`config.mk`:
```
export PLATFORM = sky130hd
export DESIGN_NAME = riscv_wb_stage_flat
export DESIGN_NICKNAME = d
export VERILOG_FILES = /design/src/rtl/riscv_wb_stage_pkg.sv /design/src/rtl/riscv_wb_stage_if.sv /design/src/rtl/riscv_wb_stage_load_ext.sv /design/src/rtl/riscv_wb_stage.sv /design/src/flat_wrapper.sv
export SDC_FILE = /design/constraint.sdc
export NUM_CORES = 1
export LEC_CHECK = 0
export ABC_CLOCK_PERIOD_IN_PS = 1900
export CORE_ASPECT_RATIO = 1.2
export CORE_MARGIN = 10
export CORE_UTILIZATION = 43
export CTS_BUF_LIST = sky130_fd_sc_hd__clkbuf_8
export CTS_CLUSTER_DIAMETER = 150
export DETAILED_ROUTE_END_ITERATION = 7
export PLACE_DENSITY = 0.83
export SLEW_MARGIN = 20
export SYNTH_ARGS = -nofsm -noshare
export SYNTH_HDL_FRONTEND = slang
export SYNTH_SLANG_ARGS = --single-unit
```
`constraint.sdc`:
```
create_clock -name clk -period 1.9 [get_ports clk]
set_input_delay 0.38 -clock clk [delete_from_list [all_inputs] [get_ports clk]]
set_output_delay 0.38 -clock clk [all_outputs]
set_load 0.02 [all_outputs]
```
`src/rtl/riscv_wb_stage_pkg.sv`:
```
// riscv_wb_stage_pkg: writeback result selects, load funct3 codes and FSM states
package riscv_wb_stage_pkg;
  typedef enum logic [2:0] {WB_X = 3'd0, WB_ALU, WB_MEM, WB_PC4, WB_CSR} wb_sel_t;
  localparam logic [2:0] F3_LB  = 3'b000;
  localparam logic [2:0] F3_LH  = 3'b001;
  localparam logic [2:0] F3_LW  = 3'b010;
  localparam logic [2:0] F3_LBU = 3'b100;
  localparam logic [2:0] F3_LHU = 3'b101;
  typedef enum logic [1:0] {IDLE, WAIT_MEM, WRITE} state_t;
endpackage

```
`src/rtl/riscv_wb_stage_if.sv`:
```
// riscv_wb_stage_if: retire handshake, load response and register-file write bundle
interface riscv_wb_stage_if;
  import riscv_wb_stage_pkg::*;
  logic        in_valid;
  logic        in_ready;
  wb_sel_t     wb_sel;
  logic        rf_wen_in;
  logic [4:0]  rd_addr;
  logic [31:0] alu_out;
  logic [31:0] pc;
  logic [31:0] csr_rdata;
  logic [2:0]  mem_funct3;
  logic        mem_resp_valid;
  logic [31:0] mem_resp_data;
  logic        rf_we;
  logic [4:0]  rf_waddr;
  logic [31:0] rf_wdata;
  logic        busy;
  modport master (
    output in_valid, wb_sel, rf_wen_in, rd_addr, alu_out, pc, csr_rdata, mem_funct3,
           mem_resp_valid, mem_resp_data,
    input  in_ready, rf_we, rf_waddr, rf_wdata, busy
  );
  modport slave (
    input  in_valid, wb_sel, rf_wen_in, rd_addr, alu_out, pc, csr_rdata, mem_funct3,
           mem_resp_valid, mem_resp_data,
    output in_ready, rf_we, rf_waddr, rf_wdata, busy
  );
endinterface

```
`src/rtl/riscv_wb_stage_load_ext.sv`:
```
// riscv_load_ext: selects and sign/zero-extends the addressed byte, halfword or word
module riscv_load_ext
  import riscv_wb_stage_pkg::*;
(
  input  logic [2:0]  funct3,
  input  logic [1:0]  offset,
  input  logic [31:0] word,
  output logic [31:0] data,
  output logic        legal
);
  logic [7:0]  b;
  logic [15:0] h;
  always_comb begin
    b = word[{offset, 3'b000} +: 8];
    h = offset[1] ? word[31:16] : word[15:0];
    legal = funct3 inside {F3_LB, F3_LH, F3_LW, F3_LBU, F3_LHU};
    data = funct3 == F3_LB  ? {{24{b[7]}}, b} :
           funct3 == F3_LBU ? {24'b0, b} :
           funct3 == F3_LH  ? {{16{h[15]}}, h} :
           funct3 == F3_LHU ? {16'b0, h} :
           funct3 == F3_LW  ? word : '0;
  end
endmodule

```
`src/rtl/riscv_wb_stage.sv`:
```
// riscv_wb_stage: selects the retiring result, waits on load data, drives a registered rf write
module riscv_wb_stage
  import riscv_wb_stage_pkg::*;
#(
  parameter int XLEN = 32
) (
  input logic clk,
  input logic rst_n,
  riscv_wb_stage_if.slave bus
);
  state_t state, state_nx;
  logic [4:0] rd_q;
  logic [2:0] f3_q;
  logic [1:0] off_q;
  logic wen_q, accept, eff_we, ld_legal;
  logic [31:0] ld_data;
  logic [XLEN-1:0] result;
  assign bus.in_ready = state != WAIT_MEM;
  assign bus.busy = state == WAIT_MEM;
  assign accept = bus.in_valid && bus.in_ready;
  assign eff_we = bus.rf_wen_in && bus.rd_addr != 5'd0 && bus.wb_sel != WB_X;
  assign result = bus.wb_sel == WB_PC4 ? bus.pc + 32'd4 :
                  bus.wb_sel == WB_CSR ? bus.csr_rdata : bus.alu_out;
  riscv_load_ext u_ext (
    .funct3(f3_q),
    .offset(off_q),
    .word(bus.mem_resp_data),
    .data(ld_data),
    .legal(ld_legal)
  );
  always_ff @(posedge clk or negedge rst_n)
    if (!rst_n) state <= IDLE;
    else state <= state_nx;
  always_comb begin
    state_nx = state;
    if (accept) state_nx = bus.wb_sel == WB_MEM ? WAIT_MEM : WRITE;
    else if (state == WAIT_MEM && bus.mem_resp_valid) state_nx = WRITE;
    else if (state == WRITE) state_nx = IDLE;
  end
  // a load's eff_we is parked in wen_q until its response arrives
  always_ff @(posedge clk or negedge rst_n)
    if (!rst_n) begin
      rd_q <= '0;
      f3_q <= '0;
      off_q <= '0;
      wen_q <= 1'b0;
      bus.rf_we <= 1'b0;
      bus.rf_waddr <= '0;
      bus.rf_wdata <= '0;
    end else if (accept) begin
      rd_q <= bus.rd_addr;
      f3_q <= bus.mem_funct3;
      off_q <= bus.alu_out[1:0];
      wen_q <= eff_we;
      bus.rf_we <= eff_we && bus.wb_sel != WB_MEM;
      bus.rf_waddr <= bus.rd_addr;
      bus.rf_wdata <= result;
    end else if (state == WAIT_MEM && bus.mem_resp_valid) begin
      bus.rf_we <= wen_q && ld_legal;
      bus.rf_waddr <= rd_q;
      bus.rf_wdata <= ld_data;
    end else begin
      bus.rf_we <= 1'b0;
    end
endmodule

```
`src/flat_wrapper.sv`:
```
// flat-port wrapper written by rule: the top's interface ports become plain ports
module riscv_wb_stage_flat import riscv_wb_stage_pkg::*;
#(
  parameter int XLEN = 32
)
  (clk, rst_n, bus_in_valid, bus_wb_sel, bus_rf_wen_in, bus_rd_addr, bus_alu_out, bus_pc, bus_csr_rdata, bus_mem_funct3, bus_mem_resp_valid, bus_mem_resp_data, bus_in_ready, bus_rf_we, bus_rf_waddr, bus_rf_wdata, bus_busy);
  riscv_wb_stage_if bus_i ();
  input logic clk;
  input logic rst_n;
  input wire logic [$bits(bus_i.in_valid)-1:0] bus_in_valid;
  input wire logic [$bits(bus_i.wb_sel)-1:0] bus_wb_sel;
  input wire logic [$bits(bus_i.rf_wen_in)-1:0] bus_rf_wen_in;
  input wire logic [$bits(bus_i.rd_addr)-1:0] bus_rd_addr;
  input wire logic [$bits(bus_i.alu_out)-1:0] bus_alu_out;
  input wire logic [$bits(bus_i.pc)-1:0] bus_pc;
  input wire logic [$bits(bus_i.csr_rdata)-1:0] bus_csr_rdata;
  input wire logic [$bits(bus_i.mem_funct3)-1:0] bus_mem_funct3;
  input wire logic [$bits(bus_i.mem_resp_valid)-1:0] bus_mem_resp_valid;
  input wire logic [$bits(bus_i.mem_resp_data)-1:0] bus_mem_resp_data;
  output wire logic [$bits(bus_i.in_ready)-1:0] bus_in_ready;
  output wire logic [$bits(bus_i.rf_we)-1:0] bus_rf_we;
  output wire logic [$bits(bus_i.rf_waddr)-1:0] bus_rf_waddr;
  output wire logic [$bits(bus_i.rf_wdata)-1:0] bus_rf_wdata;
  output wire logic [$bits(bus_i.busy)-1:0] bus_busy;
  assign bus_i.in_valid = bus_in_valid;
  assign bus_i.wb_sel = bus_wb_sel;
  assign bus_i.rf_wen_in = bus_rf_wen_in;
  assign bus_i.rd_addr = bus_rd_addr;
  assign bus_i.alu_out = bus_alu_out;
  assign bus_i.pc = bus_pc;
  assign bus_i.csr_rdata = bus_csr_rdata;
  assign bus_i.mem_funct3 = bus_mem_funct3;
  assign bus_i.mem_resp_valid = bus_mem_resp_valid;
  assign bus_i.mem_resp_data = bus_mem_resp_data;
  assign bus_in_ready = bus_i.in_ready;
  assign bus_rf_we = bus_i.rf_we;
  assign bus_rf_waddr = bus_i.rf_waddr;
  assign bus_rf_wdata = bus_i.rf_wdata;
  assign bus_busy = bus_i.busy;
  riscv_wb_stage #(.XLEN(XLEN)) u_core (.clk(clk), .rst_n(rst_n), .bus(bus_i));
endmodule
```
## Word level (Yosys, flattened, before mapping)

Index checks and enable logic that the tools add are counted.

- Flip-flop bits (word level): 51
- Latch bits: 0
- Memory bits (writable): 0
- Bits in read-only memories: 0
- Input port bits: 144
- Output and inout bits: 40
- Word-level logic and storage cells: 51
- Memories: 0

- $add $sub $neg: 1
- Multipliers: 0
- Div/mod/pow operators: 0
- $lt $le $gt $ge: 0
- Equal/unequal tests: 11
- Shift-type cells: 1
- Muxes and demuxes: 18
- Bitwise logic cells: 0
- Reductions and logical operators: 12

Operators by type and width:

| cell | count |
|---|---|
| $mux W32 | 9 |
| $add A32 B3 Y32 const B | 1 |
| $shiftx A32 B6 Y8 | 1 |
| $mux W16 | 1 |
| $mux W5 | 2 |
| $reduce_bool A5 Y1 | 2 |
| $eq A3 B2 Y1 const B | 3 |
| $eq A3 B3 Y1 const B | 3 |
| $mux W2 | 4 |
| $logic_and A1 B1 Y1 | 6 |
| $reduce_bool A3 Y1 | 2 |
| $eq A3 B1 Y1 const B | 1 |
| $logic_not A3 Y1 | 1 |
| $ne A3 B2 Y1 const B | 1 |
| $eq A2 B1 Y1 const B | 1 |
| $eq A2 B2 Y1 const B | 1 |
| $mux W1 | 2 |
| $ne A2 B1 Y1 const B | 1 |
| $reduce_bool A2 Y1 | 1 |

## Logic depth before layout (Yosys ltp)

- Depth in word-level cells: 8
- Depth in mapped cells: 8
- Gate-level depth less buffers: 6

## Hierarchy

Synthesis repeated with hierarchy kept, for this count alone.

- Cells, all modules: 517
- Area total of the unflattened synthesis: 4154.0 um2

By module, submodules not included:

| module | instances | cells each | area each (um2) | sequential area each (um2) |
|---|---|---|---|---|
| riscv_wb_stage | 1 | 415 | 3369.5 | 1276.2 |
| riscv_load_ext | 1 | 102 | 784.5 | 0.0 |

## Least setup slack after synthesis

OpenSTA, ideal clock, no wires.

- Path type: in2reg
- Start: in bus_wb_sel[2]
- End: reg u_core.bus.rf_wdata[10]
- Setup time: 0.126 ns
- Data arrival time: 1.601 ns
- Data required time: 1.774 ns
- Path slack: 0.173 ns
- Cell stages on the path: 8
- Path buffers: 3
- Cells stage by stage: buf_2 -> and3b_1 -> buf_2 -> nor2_1 -> buf_2 -> a22oi_1 -> o21ai_1 -> a221o_1

- Word-level cells in the longest chain between the ends: 4
- Elaborated cells between the ends (all ways): 5
- Classes of those cells: 2 x eq/ne; 3 x mux

Ends and longest elaborated chain:

| element | line | source |
|---|---|---|
| start, declared | flat_wrapper.sv:11 | `input wire logic [$bits(bus_i.wb_sel)-1:0] bus_wb_sel;` |
| $eq A3 B3 Y1 | riscv_wb_stage.sv:23 | `bus.wb_sel == WB_CSR ? bus.csr_rdata : bus.alu_out;` |
| $mux W32 | riscv_wb_stage.sv:23 |  |
| $mux W32 * | riscv_wb_stage.sv:22 | `assign result = bus.wb_sel == WB_PC4 ? bus.pc + 32'd4 :` |
| $mux W32 * | riscv_wb_stage.sv:50 | `end else if (accept) begin` |
| end signal, assigned | riscv_wb_stage.sv:57 | `bus.rf_wdata <= result;` |
| end signal, assigned | riscv_wb_stage.sv:61 | `bus.rf_wdata <= ld_data;` |
| end, declared | riscv_wb_stage_if.sv:27 | `output in_ready, rf_we, rf_waddr, rf_wdata, busy` |

Mark *: on every way between the ends. The rest lies on a longest branch, timed or not.
A chain may end at the register's enable or synchronous reset.

## Worst setup path in the final report

- Start: in bus_pc[9]
- End: reg u_core.bus.rf_wdata[27]

- Word-level cells in the longest chain between the ends: 3

Ends and longest elaborated chain:

| element | line | source |
|---|---|---|
| start, declared | flat_wrapper.sv:15 | `input wire logic [$bits(bus_i.pc)-1:0] bus_pc;` |
| $add A32 B3 Y32 | riscv_wb_stage.sv:22 |  |
| $mux W32 | riscv_wb_stage.sv:22 |  |
| $mux W32 | riscv_wb_stage.sv:50 |  |

Every way passes these cells.

==> run_results.csv <==
group,metric,value,unit
routing,viasPerCell,6.09,
cells_and_area,flow.area_growth_from_synthesis,81.7,%
place,placed_area,6780,um2
clocking,holdBufCountCts,0,
place,io_buffer_count,183,
clocking,tritoncts_clock_tree,"yes",
synth,edff_count_synth,0,
clocking,clk-insertion-delay-late,0.33,ns
sta,fin_tns_setup,-0.0234,ns
cells_and_area,final-instance-count-excl-fill,895,
global_route,grt_overflow_total,0,
global_route,antenna_found_initial,0,
sta,layout_min_cycle_time,1.92,ns
job,drv.max_cap_violation_count,0,
clocking,cts.clk_slew.worst_paths,0.10,ns
routing,routed_wl,20500,um
die,die_height,126,um
die,die_w,108,um
die,fp-row-count,38,
sta,finalHoldViolations,0,
routing,drc_errors,0,
sta,actual_transition_at_the_worst_max_transition_pin,0.600,ns
outcome,run_status,"finished with violations",
synth,synth-seq-cells,51,
synth,syn-cell-area,4010,um2
global_route,global_route.usage.total,28.5,%
place,gp_congestion,0.957,
clocking,cts.sinks,51,
worst_hold_path,timing.hold.worst.class,"input port to asynchronous set/reset pin",
sta,drv_slew,0,
place,dp.cells,878,
synth,synth-seq-area-share,31.8,%
worst_setup_path,worst_ep_arrival_time,2.12,ns
clocking,numCtsBuffers,5,
worst_setup_path,critPathLaunchType,"input port",
cells_and_area,fillers,588,
power,power-per-cell-area,586,nW/um2
die,io_pins,184,
synth,mappedNetlistNets,632,
power,power,4.27,mW
worst_setup_path,timing.critical_path.fanout_max,5,
sta,final_min_period_over_clock_period,101,%
routing,drt-initial-drc-count,588,
synth,ys_types,68,
clocking,htree_levels,2,
die,dieArea,13600,um2
synth,syn_area_per_cell,8.23,um2
worst_setup_path,end_kind,"register",
synth,synth-async-reset-ratio,100,%
power,max-vdd-ir-drop,0.349,mV
cells_and_area,nNetsFinal,919,
clocking,master_cell_of_the_clock_root_buffer,"sky130_fd_sc_hd__clkbuf_8",
die,initial_core_util,44.1,%
sta,clock.fmax,520,MHz
cells_and_area,layout-drive-gt1-share,24.8,%
sta,unrepaired_setup_endpoints_after_global_routing,"yes",
sta,finalClockSkew,0.00612,ns
synth,ys_top_cells_by_count,"sky130_fd_sc_hd__nand2_1 (72), sky130_fd_sc_hd__dfrtp_1 (51), sky130_fd_sc_hd__nor2_1 (42), sky130_fd_sc_hd__a21oi_1 (39), sky130_fd_sc_hd__buf_2 (19)",
synth,yosys.area.top_type,"sky130_fd_sc_hd__dfrtp_1",
global_route,grt_start_max_net_pins,21,
cells_and_area,final_cell_area,7280,um2
clocking,cts.path.max_buffers,2,
synth,synth_top_cell_area_share,31.8,%
synth,count_of_warnings_emitted_by_yosys,0,
synth,synthCells,487,
global_route,global_route_wire_length_before_repair,31000,um
routing,wl_per_cell,22.9,um
synth,ys_top_cells_by_area,"sky130_fd_sc_hd__dfrtp_1 (32%), sky130_fd_sc_hd__nand2_1 (6.7%), sky130_fd_sc_hd__a21oi_1 (4.9%)",
place,pre_cts_slack,-0.638,ns
worst_setup_path,path_class,"input port to register",
global_route,grt_pass1_vias,5650,
routing,route.vias.total,5447,
sta,holdWs,0.00559,ns
routing,drt-pass1-iter-count,5,
place,dp_hpwl,16100,um
sta,finalWorstSetupSlack,-0.0219,ns
cells_and_area,antenna_cells_inserted,0,
sta,final-setup-viol-count,2,
outcome,violated_checks,"negative setup slack",
die,core_area,9080,um2
synth,yosysMostFrequentCell,"sky130_fd_sc_hd__nand2_1",
sta,relSlewSlack,60.0,%
synth,synth_ff_type,"sky130_fd_sc_hd__dfrtp_1",
cells_and_area,utilization,80.2,%
worst_setup_path,cp_data_required_time,2.10,ns
routing,drtAntennaViolNets,0,
power,leakage,3.10,nW
[registers in the layout (all words and copies together), names as in the netlist]
name and cells:
u_core.rd_q 5, u_core.off_q 2, u_core.bus.rf_we 1, u_core.f3_q 3
u_core.wen_q 1, u_core.state 2, u_core.bus.rf_wdata 32, u_core.bus.rf_waddr 5
[final cells by class]
type / count / area [um2] / share of cell area, %
well taps: 120 / 150 / 2.06
clock buffers: 5 / 68.8 / 0.945
multi-input cells: 396 / 2780 / 38.2
inverters: 6 / 22.5 / 0.309
repair buffers: 314 / 2920 / 40.1
clock inverters: 3 / 63.8 / 0.876
flip-flops and latches: 51 / 1280 / 17.6
[cells in the final DEF (no fill, tap or decap), drive strengths merged, types with 3 or more instances in the layout]
cell	synthesis	routed
nor4	7	7
dlygate4sd2	0	6
o22ai	5	5
and3	6	6
mux2	9	9
nand4	16	16
nand3	16	16
nor2b	4	4
a21oi	39	39
xor2	15	15
dlymetal6s2s	0	9
a2111oi	3	3
clkdlybuf4s50	0	167
dfrtp	51	51
a211oi	4	4
o21ai	29	29
clkbuf	11	5
o211ai	5	5
o221ai	15	15
a221o	9	9
nand2	72	72
and2	7	7
a31oi	3	3
mux2i	6	6
a22o	8	8
nor2	43	43
a221oi	11	11
inv	6	7
xnor2	9	9
nor3	9	9
a22oi	10	10
buf	23	131
[worst paths after layout]
kind	from	endpoint	slack [ns]	depth (start not counted)
max reg2reg	u_core.off_q[1]	u_core.bus.rf_wdata[11]	0	6
min	rst_n	u_core.off_q[1]	0.006	1
min in group clk	u_core.wen_q	u_core.wen_q	0.51	2
max in group asynchronous	rst_n	u_core.bus.rf_wdata[25]	1.26	2
min reg2reg	u_core.wen_q	u_core.wen_q	0.51	2
max	bus_pc[9]	u_core.bus.rf_wdata[27]	-0.02	8
[layer usage]
metal | routed length (um) | vias to the layer above | track usage, % | share of wire (%)
li1 | - | 2432 | - | -
met1 | 7520 | 2590 | 33.1 | 37
met2 | 10500 | 350 | 49.6 | 51
met3 | 1710 | 75 | 5.71 | 8.3
met4 | 796 | 0 | 11.1 | 3.9
met5 | 0 | - | 0 | 0
[worst max-delay path: stages]
cell and delay (ns):
sky130_fd_sc_hd__clkdlybuf4s50_1 0.53, sky130_fd_sc_hd__buf_4 0.15, sky130_fd_sc_hd__nand2_2 0.13, sky130_fd_sc_hd__nor3_4 0.25
sky130_fd_sc_hd__buf_4 0.19, sky130_fd_sc_hd__nand3_1 0.12, sky130_fd_sc_hd__xor2_1 0.22, sky130_fd_sc_hd__o221ai_1 0.15
[power breakdown]
part / internal (mW) / switching [mW] / leakage [nW] / total (mW)
clock: 0.522 / 0.409 / 0.0695 / 0.931
combinational: 1.03 / 0.950 / 2.43 / 1.98
sequential: 1.24 / 0.121 / 0.607 / 1.36
total: 2.79 / 1.48 / 3.10 / 4.27
[logic make-up (layout without fill, tap and decap cells)]
logic type	after synthesis	count (layout)	synth area share [%]
xor+xnor	24	24	5.24
simple gates	193	193	23.8
mux	17	17	5.34
compound gates	161	161	28.8
buf+inv	40	328	4.62
flops	51	51	31.8
fa+ha+maj	1	1	0.312
[timing repair]
item                       CTS  global route
setup buffers                6             2
pin swaps                    5            10
setup endpoints to repair   29            27
cloned                       1             0
gates resized for setup     32            37
Power figures use the tool's default switching activity.
